## src/rtl/multdiv_pkg.sv

```systemverilog
// Shared types and constants for the multiply/divide issue controller.
//   state_t  : controller FSM states
//   op_t     : latched operation kind
//   md_req_t : operands and destination captured when an instruction is accepted
package multdiv_pkg;

    localparam int unsigned DATA_W = 32;
    localparam int unsigned REG_W  = 5;

    localparam int unsigned RSTATUS_REG_DEF   = 30;
    localparam int unsigned MULT_EXC_CODE_DEF = 4;
    localparam int unsigned DIV_EXC_CODE_DEF  = 5;

    typedef enum logic [2:0] {
        IDLE  = 3'd0,
        ISSUE = 3'd1,
        WAIT  = 3'd2,
        DONE  = 3'd3,
        TOUT  = 3'd4
    } state_t;

    typedef enum logic {
        OP_MULT = 1'b0,
        OP_DIV  = 1'b1
    } op_t;

    typedef struct packed {
        op_t               op;
        logic [DATA_W-1:0] opa;
        logic [DATA_W-1:0] opb;
        logic [REG_W-1:0]  rd;
    } md_req_t;

endpackage

```

## src/rtl/multdiv_issue_ctrl_wait_counter.sv

```systemverilog
// Saturating wait-cycle counter for the issue controller.
//   clock, reset : clock and synchronous active-high reset
//   clear        : load zero
//   en           : count one cycle (saturates at MAX_CYCLES)
//   tc           : this enabled cycle brings the count to MAX_CYCLES
module md_wait_counter #(
    parameter int unsigned MAX_CYCLES = 40,
    localparam int unsigned CNT_W = $clog2(MAX_CYCLES + 1)
) (
    input  logic clock,
    input  logic reset,
    input  logic clear,
    input  logic en,
    output logic tc
);

    logic [CNT_W-1:0] count;

    // Count value k during the (k+1)-th enabled cycle; never wraps.
    always_ff @(posedge clock) begin
        if (reset || clear) begin
            count <= '0;
        end else if (en && (count != CNT_W'(MAX_CYCLES))) begin
            count <= count + CNT_W'(1);
        end
    end

    // Flag the cycle whose increment reaches the limit, so the limit-th
    // enabled cycle is the last one.
    assign tc = en && (count == CNT_W'(MAX_CYCLES - 1));

endmodule

```

## src/rtl/multdiv_issue_ctrl.sv

```systemverilog
// Execute-stage controller feeding the multiply/divide unit: accepts a
// MUL/DIV in execute, issues one start pulse, stalls until the unit answers,
// then emits one writeback beat (result to rd, or exception code to $rstatus).
//   clock, reset             : clock, synchronous active-high reset
//   ex_*                     : instruction in execute (valid, kind, operands, rd)
//   md_ctrl_MULT/DIV         : one-cycle start pulses to the unit
//   md_operandA/B            : operands latched at accept time
//   md_result/exception/RDY  : unit response
//   stall                    : freeze PC/F/D/X registers (combinational)
//   wb_valid/rd/data         : one-cycle writeback beat
//   timeout_err              : sticky, the unit never answered
module multdiv_issue_ctrl
    import multdiv_pkg::*;
#(
    parameter int unsigned MAX_CYCLES    = 40,
    parameter int unsigned RSTATUS_REG   = RSTATUS_REG_DEF,
    parameter int unsigned MULT_EXC_CODE = MULT_EXC_CODE_DEF,
    parameter int unsigned DIV_EXC_CODE  = DIV_EXC_CODE_DEF
) (
    input  logic              clock,
    input  logic              reset,
    input  logic              ex_valid,
    input  logic              ex_is_mult,
    input  logic              ex_is_div,
    input  logic [DATA_W-1:0] ex_opA,
    input  logic [DATA_W-1:0] ex_opB,
    input  logic [REG_W-1:0]  ex_rd,
    output logic              md_ctrl_MULT,
    output logic              md_ctrl_DIV,
    output logic [DATA_W-1:0] md_operandA,
    output logic [DATA_W-1:0] md_operandB,
    input  logic [DATA_W-1:0] md_result,
    input  logic              md_exception,
    input  logic              md_resultRDY,
    output logic              stall,
    output logic              wb_valid,
    output logic [REG_W-1:0]  wb_rd,
    output logic [DATA_W-1:0] wb_data,
    output logic              timeout_err
);

    state_t  state;
    md_req_t req_q;
    logic    req;
    logic    cnt_tc;

    assign req = ex_valid && (ex_is_mult || ex_is_div);

    md_wait_counter #(
        .MAX_CYCLES(MAX_CYCLES)
    ) u_wait_counter (
        .clock (clock),
        .reset (reset),
        .clear (state == ISSUE),
        .en    (state == WAIT),
        .tc    (cnt_tc)
    );

    // Controller FSM with registered pulse and writeback outputs.
    always_ff @(posedge clock) begin
        if (reset) begin
            state        <= IDLE;
            req_q        <= '0;
            md_ctrl_MULT <= 1'b0;
            md_ctrl_DIV  <= 1'b0;
            wb_valid     <= 1'b0;
            wb_rd        <= '0;
            wb_data      <= '0;
            timeout_err  <= 1'b0;
        end else begin
            md_ctrl_MULT <= 1'b0;
            md_ctrl_DIV  <= 1'b0;
            wb_valid     <= 1'b0;
            wb_rd        <= '0;
            wb_data      <= '0;
            case (state)
                IDLE: begin
                    // Mult wins when both kind bits are set.
                    if (req) begin
                        req_q.op     <= ex_is_mult ? OP_MULT : OP_DIV;
                        req_q.opa    <= ex_opA;
                        req_q.opb    <= ex_opB;
                        req_q.rd     <= ex_rd;
                        md_ctrl_MULT <= ex_is_mult;
                        md_ctrl_DIV  <= !ex_is_mult;
                        state        <= ISSUE;
                    end
                end
                ISSUE: begin
                    state <= WAIT;
                end
                WAIT: begin
                    // A response in the final allowed cycle still completes.
                    if (md_resultRDY) begin
                        wb_valid <= 1'b1;
                        if (md_exception) begin
                            wb_rd   <= REG_W'(RSTATUS_REG);
                            wb_data <= (req_q.op == OP_MULT) ? DATA_W'(MULT_EXC_CODE)
                                                             : DATA_W'(DIV_EXC_CODE);
                        end else begin
                            wb_rd   <= req_q.rd;
                            wb_data <= md_result;
                        end
                        state <= DONE;
                    end else if (cnt_tc) begin
                        timeout_err <= 1'b1;
                        state       <= TOUT;
                    end
                end
                DONE: begin
                    state <= IDLE;
                end
                TOUT: begin
                    state <= IDLE;
                end
                default: begin
                    state <= IDLE;
                end
            endcase
        end
    end

    assign md_operandA = req_q.opa;
    assign md_operandB = req_q.opb;

    // Hold the instruction in execute from acceptance until the writeback cycle.
    always_comb begin
        stall = 1'b0;
        if (!reset) begin
            case (state)
                IDLE:         stall = req;
                ISSUE, WAIT:  stall = 1'b1;
                default:      stall = 1'b0;
            endcase
        end
    end

endmodule

```

## config.mk

```make
export PLATFORM = sky130hd
export DESIGN_NAME = multdiv_issue_ctrl
export DESIGN_NICKNAME = d
export VERILOG_FILES = /design/src/rtl/multdiv_pkg.sv /design/src/rtl/multdiv_issue_ctrl_wait_counter.sv /design/src/rtl/multdiv_issue_ctrl.sv
export SDC_FILE = /design/constraint.sdc
export NUM_CORES = 1
export LEC_CHECK = 0
export CORE_ASPECT_RATIO = 0.8
export CORE_MARGIN = 3
export CORE_UTILIZATION = 42
export DETAILED_ROUTE_END_ITERATION = 8
export MAX_ROUTING_LAYER = met4
export PLACE_DENSITY = 0.82
export SLEW_MARGIN = 20
export SYNTH_ARGS = -nofsm -noshare
export SYNTH_HDL_FRONTEND = slang
export SYNTH_HIERARCHICAL = 1
export SYNTH_SLANG_ARGS = --single-unit
```

## constraint.sdc

```tcl
create_clock -name clock -period 2.19 [get_ports clock]
set_input_delay 0.5475 -clock clock [delete_from_list [all_inputs] [get_ports clock]]
set_output_delay 0.5475 -clock clock [all_outputs]
set_load 0.005 [all_outputs]
```

* Word level (Yosys, flattened, before mapping) *
Index checks and enable logic that the tools add are counted.

storage, ports and cells
  bits of input ports = 108
  flip-flop bits (word level) = 120
  output and inout bits = 106

cells by class
  bitwise operators = 4
  $add $sub $neg = 1
  equal/unequal tests = 6
  reduce and logical (&&, ||, !) cells = 15
  muxes and demuxes = 11

operators by type and width
  kind                                                                    number
  32-bit 2-to-1 mux                                                       1
  3-bit 2-to-1 mux                                                        3
  3-bit case mux with 3 select lines                                      1
  6-bit by 1-bit adder with 6-bit output (second input constant)          1
  6-bit equality test (second input constant)                             1
  6-bit inequality test (second input constant)                           1
  3-bit OR reduction                                                      2
  5-bit 2-to-1 mux                                                        1
  1-bit 2-to-1 mux                                                        4
  1-bit NOT                                                               4
  2-bit AND reduction                                                     2
  2-bit OR reduction                                                      2
  4-bit OR reduction                                                      1
  3-bit by 1-bit equality test with 1-bit output (second input constant)  1
  3-bit by 2-bit equality test with 1-bit output (second input constant)  1
  1-bit logical AND                                                       3
  3-bit zero test                                                         1
  3-bit inequality test (second input constant)                           1
  3-bit AND reduction                                                     1
  1-bit logical OR                                                        2
  2-bit inequality test (second input constant)                           1
  1-bit case mux with 2 select lines                                      1
  1-bit zero test                                                         1

* Depth between registers and ports, before layout *
Gate-level depths: netlist (run 1).

  depth in word-level cells = 5
  depth in mapped cells = 7

* By module *
Netlist (run 1), hierarchy kept.

by module, submodules not included
  module              times used  area each (um^2)  cells each
  multdiv_issue_ctrl  1           4553.1            476
  md_wait_counter     1           371.6             42

* Worst setup path before layout (run 1) *
Ideal clock, no wire load.

  path type = reg-to-output
  from = register state[0]
  to = output port stall
  data required time = 1642 ps
  setup slack = 559 ps
  cell stages (with the launch flop) = 4
  data arrival time = 1084 ps
  cells stage by stage = dfxtp_1 nor3b_1 nor2_1 a21oi_1

between the ends
  longest elaborated chain between the ends = 4

RTL lines
  item                                                                                                                     line                       RTL
  start: declaration                                                                                                       multdiv_issue_ctrl.sv:42   state_t state;
  start signal: assignment                                                                                                 multdiv_issue_ctrl.sv:62   state <= IDLE;
  start signal: assignment                                                                                                 multdiv_issue_ctrl.sv:86   state <= ISSUE;
  start signal: assignment                                                                                                 multdiv_issue_ctrl.sv:90   state <= WAIT;
  3-bit by 2-bit equality test with 1-bit output / 3-bit by 1-bit equality test with 1-bit output (equally long branches)  multdiv_issue_ctrl.sv:130  case (state)
  2-bit OR reduction                                                                                                       multdiv_issue_ctrl.sv:130
  1-bit case mux with 2 select lines *                                                                                     multdiv_issue_ctrl.sv:130
  1-bit 2-to-1 mux *                                                                                                       multdiv_issue_ctrl.sv:129  if (!reset) begin
  end: declaration                                                                                                         multdiv_issue_ctrl.sv:35   output logic stall,

Every way passes the cells marked *; elsewhere a longest branch is shown, timed or not.

* Worst setup path after layout (run 1) *
  from = input port ex_valid
  to = output port stall

between the ends
  longest elaborated chain between the ends = 3

RTL lines
  item                                line                       RTL
  start: declaration                  multdiv_issue_ctrl.sv:22   input logic ex_valid,
  1-bit logical AND                   multdiv_issue_ctrl.sv:47   assign req = ex_valid && (ex_is_mult || ex_is_div);
  1-bit case mux with 2 select lines  multdiv_issue_ctrl.sv:130
  1-bit 2-to-1 mux                    multdiv_issue_ctrl.sv:129

Every way passes these cells.

==> flow_summary.toml, run 1 <==
[global_routing]
grt_overflow = 0
grt_max_degree = 46
grt_pass1_wl_um = 18900
grt_pass1_vias = 3891
gr-usage-all-layers_pct = 18.7
antenna_found_initial = 0

[sta]
setup_viol = 0
setup_tns_ns = 0
layout_setup_ws_ns = 0.114
tightest_slew_ns = 0.358
fin_worst_skew_ns = 0.00577
grt_setup_unrepaired = "false"
period_needed_ns = 2.08
max-slew-margin-rel_pct = 76.1
timing.fmax_ghz = 0.482
hold_violations = 0
finalMaxSlewViolations = 0
period_share_pct = 94.8

[die]
die_w_um = 127
start_util_pct = 44.2
die_area_mm2 = 0.0131
rows = 34
io-pin-count = 214
die_h_um = 103
design.core.area_mm2 = 0.0111

[clock_tree]
cts-htree-levels = 4
worstSkewPairLatency_ns = 0.39
cts_buffers = 17
tritoncts = "yes"
clk_path_buf_depth = 2
cts.clk_slew.worst_paths_ns = 0.05
clock-sinks = 120
clock_tree.root_cell = "clkbuf_16"

[route]
vias_per_cell = 4.59
drc_errors = 0
wl_met1_um = 4950
antenna_left = 0
totalWireLength_um = 11900
drt-wirelength-per-cell_um = 14.4
drt_iter0_markers = 158
dr_wl_met2_um = 6010
dr_wl_met3_um = 854
highest_layer = "met4"
dr_total_vias = 3804
first_pass_iters = 4

[place]
port_buffers = 213
dpl.hpwl_um = 8910
dpl_cell_area_mm2 = 0.00682
post-place-ws_ns = -0.302
gp_congestion = 0.827

[critical_path]
arrival_ns = 1.53
criticalPathCategory = "input pin to output pin"
startpoint_type = "input pin"
crit_path_start = "ex_valid"
cp-end-kind = "output pin"
crit_chain = "clkdlybuf4s50_1, nor2b_4, o211ai_1, a21oi_1, clkbuf_2"
cp_max_fo = 2
r2r_start = "state[1]$_SDFFE_PP0P_"
cpPeakStageDelay_ns = 0.45
cp_slowest_cell = "clkdlybuf4s50_1"
required_ns = 1.64

[min_path]
min_from = "timeout_err$_SDFFE_PP0P_"
hp-class = "flip-flop to flip-flop"

[logic_synthesis]
synthFlopType = "dfxtp_1"
yosysWarnings = 6
synth_common_cells = "nand2_1, dfxtp_1, buf_4, mux2i_1, and2_2"
yosys.area.top_type_share_pct = 48.8
synth.most_common_cell = "nand2_1"
synth_nets = 628
post_synth_inst_count = 518
yosysSeqAreaShare_pct = 48.8
synth_cell_types = 39
synth-edff-count = 0
synthesis.area_mm2 = 0.00492
yosys.area.top_type = "dfxtp_1"
synthTopCellsByArea = "dfxtp_1, mux2i_1, buf_4, nand2_1, and2_2"
async_flop_share_pct = 0
ys_ff_latch = 120
syn_avg_cell_area_um2 = 9.51

[outcome]
outcome = "finished clean"

[layout]
post-route-cell-area_mm2 = 0.00742
drive_gt1_share_pct = 12.3
syn_to_final_growth_pct = 50.6
n_fill_cell = 875
diodes = 0
nets = 782

[run]
max_cap_viol_count = 0

[pwr]
p_leak_uw = 0.00292
p_per_area_mw_per_mm2 = 794
power_uw = 5890
irDropWorstVdd_mv = 0.557
==> power by group <==
part | internal (uW) | switching [uW]
logic | 483 | 276
registers | 2290 | 60.8
clock network | 1810 | 959
total | 4590 | 1300
==> kinds of logic after synthesis <==
| family | Yosys count | share of synthesized area (%) |
|---|---|---|
| xor gates and xnor gates | 2 | 0.356 |
| and+or+nand+nor | 206 | 19.9 |
| buffers and inverters | 98 | 13.2 |
| AOI/OAI and AO/OA | 19 | 2.74 |
| DFF | 120 | 48.8 |
| muxes | 71 | 14.4 |
| adders and majority gates | 2 | 0.508 |
==> repair_timing <==
| item | CTS | global route |
|---|---|---|
| buffers inserted | 0 | 0 |
| endpoints found under the setup margin | 1 | 1 |
| hold buffers | 0 | 0 |
| resized for setup | 2 | 3 |
| pin swaps | 0 | 1 |
==> through the flow <==
stage | utilization (%) | hold WS (ns) | std cells
global route | 66.6 | 0.476 | 829
detailed placement | 61.2 | 0.444 | 797
CTS | 66.5 | 0.459 | 829
floorplan | - | 0.430 | 518
finish | 66.6 | 0.452 | 829
global placement | 61.2 | 0.441 | 797
==> layout by cell type, fill, tap and decap left out, types with 6 or more instances in the layout <==
| cell type | count |
|---|---|
| clkdlybuf4s50_1 | 212 |
| nand2_1 | 142 |
| dfxtp_1 | 120 |
| mux2i_1 | 71 |
| and2_2 | 31 |
| clkbuf_16 | 17 |
| nor2_1 | 9 |
| buf_4 | 9 |
| buf_12 | 7 |
| a21oi_1 | 6 |
==> layer usage <==
layer,vias to the layer above,GRT usage [%]
met5,-,-
met4,0,6.27
met3,6,5.96
met2,146,31.9
met1,1737,21.1
li1,1915,-
==> layout make-up <==
| type | count | area, um^2 | area share (%) |
|---|---|---|---|
| inverters | 4 | 17.5 | 0.236 |
| clock inverters | 12 | 151 | 2.04 |
| well taps | 144 | 180 | 2.43 |
| clock buffers | 20 | 447 | 6.02 |
| flip-flops and latches | 120 | 2400 | 32.4 |
| repair buffers | 229 | 2330 | 31.5 |
| multi-input cells | 300 | 1890 | 25.4 |
==> path summary, 6_finish.rpt <==
path	to	slack (ns)	depth (start not counted)
worst min register to register	timeout_err$_SDFFE_PP0P_	0.45	2
worst max-delay path	stall	0.11	5
worst max register to register	u_wait_counter/count[5]$_SDFFE_PP0P_	0.52	5
worst min-delay path	timeout_err$_SDFFE_PP0P_	0.45	2
==> flip-flops by register name, indices dropped and copies added, names as in the netlist <==
register and flops:
md_ctrl_DIV 1, md_ctrl_MULT 1, md_operandA 32, md_operandB 32
req_q 6, state 3, timeout_err 1, u_wait_counter/count 6
wb_data 32, wb_rd 5, wb_valid 1
==> worst max-delay path: cells and delay by family <==
family,cells,cell delay (ns)
and+or+nand+nor,1,0.14
buffers and inverters,2,0.58
AOI/OAI and AO/OA,2,0.26
(Power assumes the default switching activity.)
==> inputs of run 2 (changes only) <==
--- a/config.mk
+++ b/config.mk
@@ -7,10 +7,10 @@
 export LEC_CHECK = 0
 export CORE_ASPECT_RATIO = 0.8
 export CORE_MARGIN = 3
-export CORE_UTILIZATION = 42
+export CORE_UTILIZATION = 38
 export DETAILED_ROUTE_END_ITERATION = 8
 export MAX_ROUTING_LAYER = met4
-export PLACE_DENSITY = 0.82
+export PLACE_DENSITY = 0.78
 export SLEW_MARGIN = 20
 export SYNTH_ARGS = -nofsm -noshare
 export SYNTH_HDL_FRONTEND = slang
==> constraint.sdc (replaced) <==
create_clock -name clock -period 1.85 [get_ports clock]
set_input_delay 0.4625 -clock clock [delete_from_list [all_inputs] [get_ports clock]]
set_output_delay 0.4625 -clock clock [all_outputs]
set_load 0.005 [all_outputs]
==> run 2 against run 1 <==
Design area increased by 2.1%. Clock skew increased by 0.0011 ns. Largest power group unchanged. Routed wire length increased by 5.0%. Highest routed layer unchanged. Sequential share of layout area decreased by 0.55 points. Count of clock-buffer cells in the layout decreased by 3. Sequential power increased by 18%. First-iteration DRC count increased by 9.5%. Via count increased by 2.2%.
==> flow_summary.toml, run 2 (synthesized netlist as in run 1, its figures left out) <==
[sta]
setup_viol = 0
fin_worst_skew_ns = 0.00690
max-slew-margin-rel_pct = 80.3
timing.fmax_ghz = 0.560
tightest_slew_ns = 0.291
finalMaxSlewViolations = 0
grt_setup_unrepaired = "true"
hold_violations = 0
period_needed_ns = 1.79
period_share_pct = 96.5

[layout]
layout.cells.most_common = "clkdlybuf4s50_1"
post-route-cell-area_mm2 = 0.00757
layout_common_cells = "clkdlybuf4s50_1, nand2_1, dfxtp_1"
drive_gt1_share_pct = 14.8
nets = 793
diodes = 0
syn_to_final_growth_pct = 53.8

[route]
antenna_left = 0
dr_total_vias = 3889
first_pass_iters = 4
vias_per_cell = 4.49
drt_iter0_markers = 173
drt-wirelength-per-cell_um = 14.4
drc_errors = 0
totalWireLength_um = 12500

[clock_tree]
clock-sinks = 120
clock_tree.root_cell = "clkbuf_16"
hold_buffers = 0
cts-htree-levels = 4
worstSkewPairLatency_ns = 0.40
tritoncts = "yes"
cts_buffers = 17
clk_path_buf_depth = 2
cts.clk_slew.worst_paths_ns = 0.06

[critical_path]
arrival_ns = 1.32
r2r_setup_slack_ns = 0.17
crit_path_start = "ex_is_mult"
r2r_start = "state[1]$_SDFFE_PP0P_"
r2r_cells = 6
required_ns = 1.39
criticalPathCategory = "input pin to output pin"
cp-end-kind = "output pin"
startpoint_type = "input pin"
worst_r2r_endpoint = "u_wait_counter/count[5]$_SDFFE_PP0P_"
cp_max_fo = 2
crit_end = "stall"

[min_path]
hp-class = "flip-flop to flip-flop"

[die]
design.core.area_mm2 = 0.0124
die_area_mm2 = 0.0144
die_h_um = 108
die_w_um = 133
start_util_pct = 39.6
rows = 36
io-pin-count = 214

[pwr]
p_per_area_mw_per_mm2 = 941
power_uw = 7120
irDropWorstVdd_mv = 0.795
p_leak_uw = 0.00300

[global_routing]
grt_util_met1_pct = 19.9
grt_pass1_vias = 3917
grt_pass1_wl_um = 19400
grt.met3_usage_pct = 5.33
antenna_found_initial = 0
grt_most_used_layer = "met2"
gr-usage-all-layers_pct = 17.4
grt_max_degree = 51
met2_usage_pct = 29.8
grt_overflow = 0

[place]
port_buffers = 213
dpl_cell_area_mm2 = 0.00691
dpl.hpwl_um = 9260
gp_congestion = 0.779

[outcome]
outcome = "finished clean"

[run]
max_cap_viol_count = 0
[run 2: changes by cell type in the layout (fill, tap and decap cells not counted), moves of 2 or more]
| cell | previous run | this run |
|---|---|---|
| clkinvlp_4 | 5 | 2 |
| clkbuf_1 | 2 | 0 |
| inv_6 | 0 | 5 |
| dfxtp_4 | 0 | 2 |
| dfxtp_1 | 120 | 117 |
| clkinv_4 | 1 | 3 |
| nor3b_1 | 2 | 0 |
| buf_4 | 9 | 21 |
| clkinv_2 | 3 | 1 |
| nor3b_4 | 0 | 2 |
[run 2: what timing repair did]
action,4_1_cts,5_1_grt
buffers inserted,1,1
pin swaps,1,3
gates resized for setup,10,7
endpoints found under the setup margin,1,1
[run 2: power breakdown]
group	internal [uW]	leakage, uW	switching [uW]	total [uW]
Combinational	593	0.00173	338	931
Sequential	2710	0.000979	72.0	2790
Clock	2150	0.000297	1260	3410
[run 2: metal layers]
| metal | vias to the layer above | routed length [um] |
|---|---|---|
| met5 | - | 0 |
| met4 | 0 | 99 |
| met3 | 9 | 771 |
| met2 | 139 | 6330 |
| met1 | 1799 | 5310 |
| li1 | 1942 | - |
[run 2: cell type report]
| cell class | instances | area, um^2 |
|---|---|---|
| Clock buffer | 17 | 425 |
| Clock inverter | 15 | 191 |
| Fill cell | 978 | 4860 |
| Inverter | 4 | 17.5 |
| Multi-Input combinational cell | 300 | 1910 |
| Sequential cell | 120 | 2410 |
| Tap cell | 171 | 214 |
| Timing Repair Buffer | 240 | 2400 |
[run 2: worst max-delay path: stages]
cell and delay [ns]:
clkdlybuf4s50_1 0.42, o211ai_1 0.22, a21oi_1 0.08, buf_2 0.13
[run 2: stage by stage]
step	util [%]	setup TNS (ns)	std cells	setup slack, ns	hold WS [ns]
5_1_grt	60.9	-0.0209	867	-0.0209	0.465
4_1_cts	60.7	0	866	0.0372	0.450
6_report	60.9	0	867	0.0640	0.445
3_3_place_gp	55.6	-9.70	833	-0.479	0.437
3_5_place_dp	55.6	-12.21	833	-0.459	0.441
2_1_floorplan	-	0	518	0.273	0.430
[run 2: worst min path at each step]
| stage | startpoint | to | cells past startpoint |
|---|---|---|---|
| after floorplan | req_q[0]$_SDFFE_PP0N_ | req_q[0]$_SDFFE_PP0N_ | 2 |
| after global placement | req_q[0]$_SDFFE_PP0N_ | req_q[0]$_SDFFE_PP0N_ | 2 |
| after detailed placement | timeout_err$_SDFFE_PP0P_ | timeout_err$_SDFFE_PP0P_ | 2 |
| after CTS | timeout_err$_SDFFE_PP0P_ | timeout_err$_SDFFE_PP0P_ | 2 |
| after global routing | timeout_err$_SDFFE_PP0P_ | timeout_err$_SDFFE_PP0P_ | 2 |
| final | timeout_err$_SDFFE_PP0P_ | timeout_err$_SDFFE_PP0P_ | 2 |
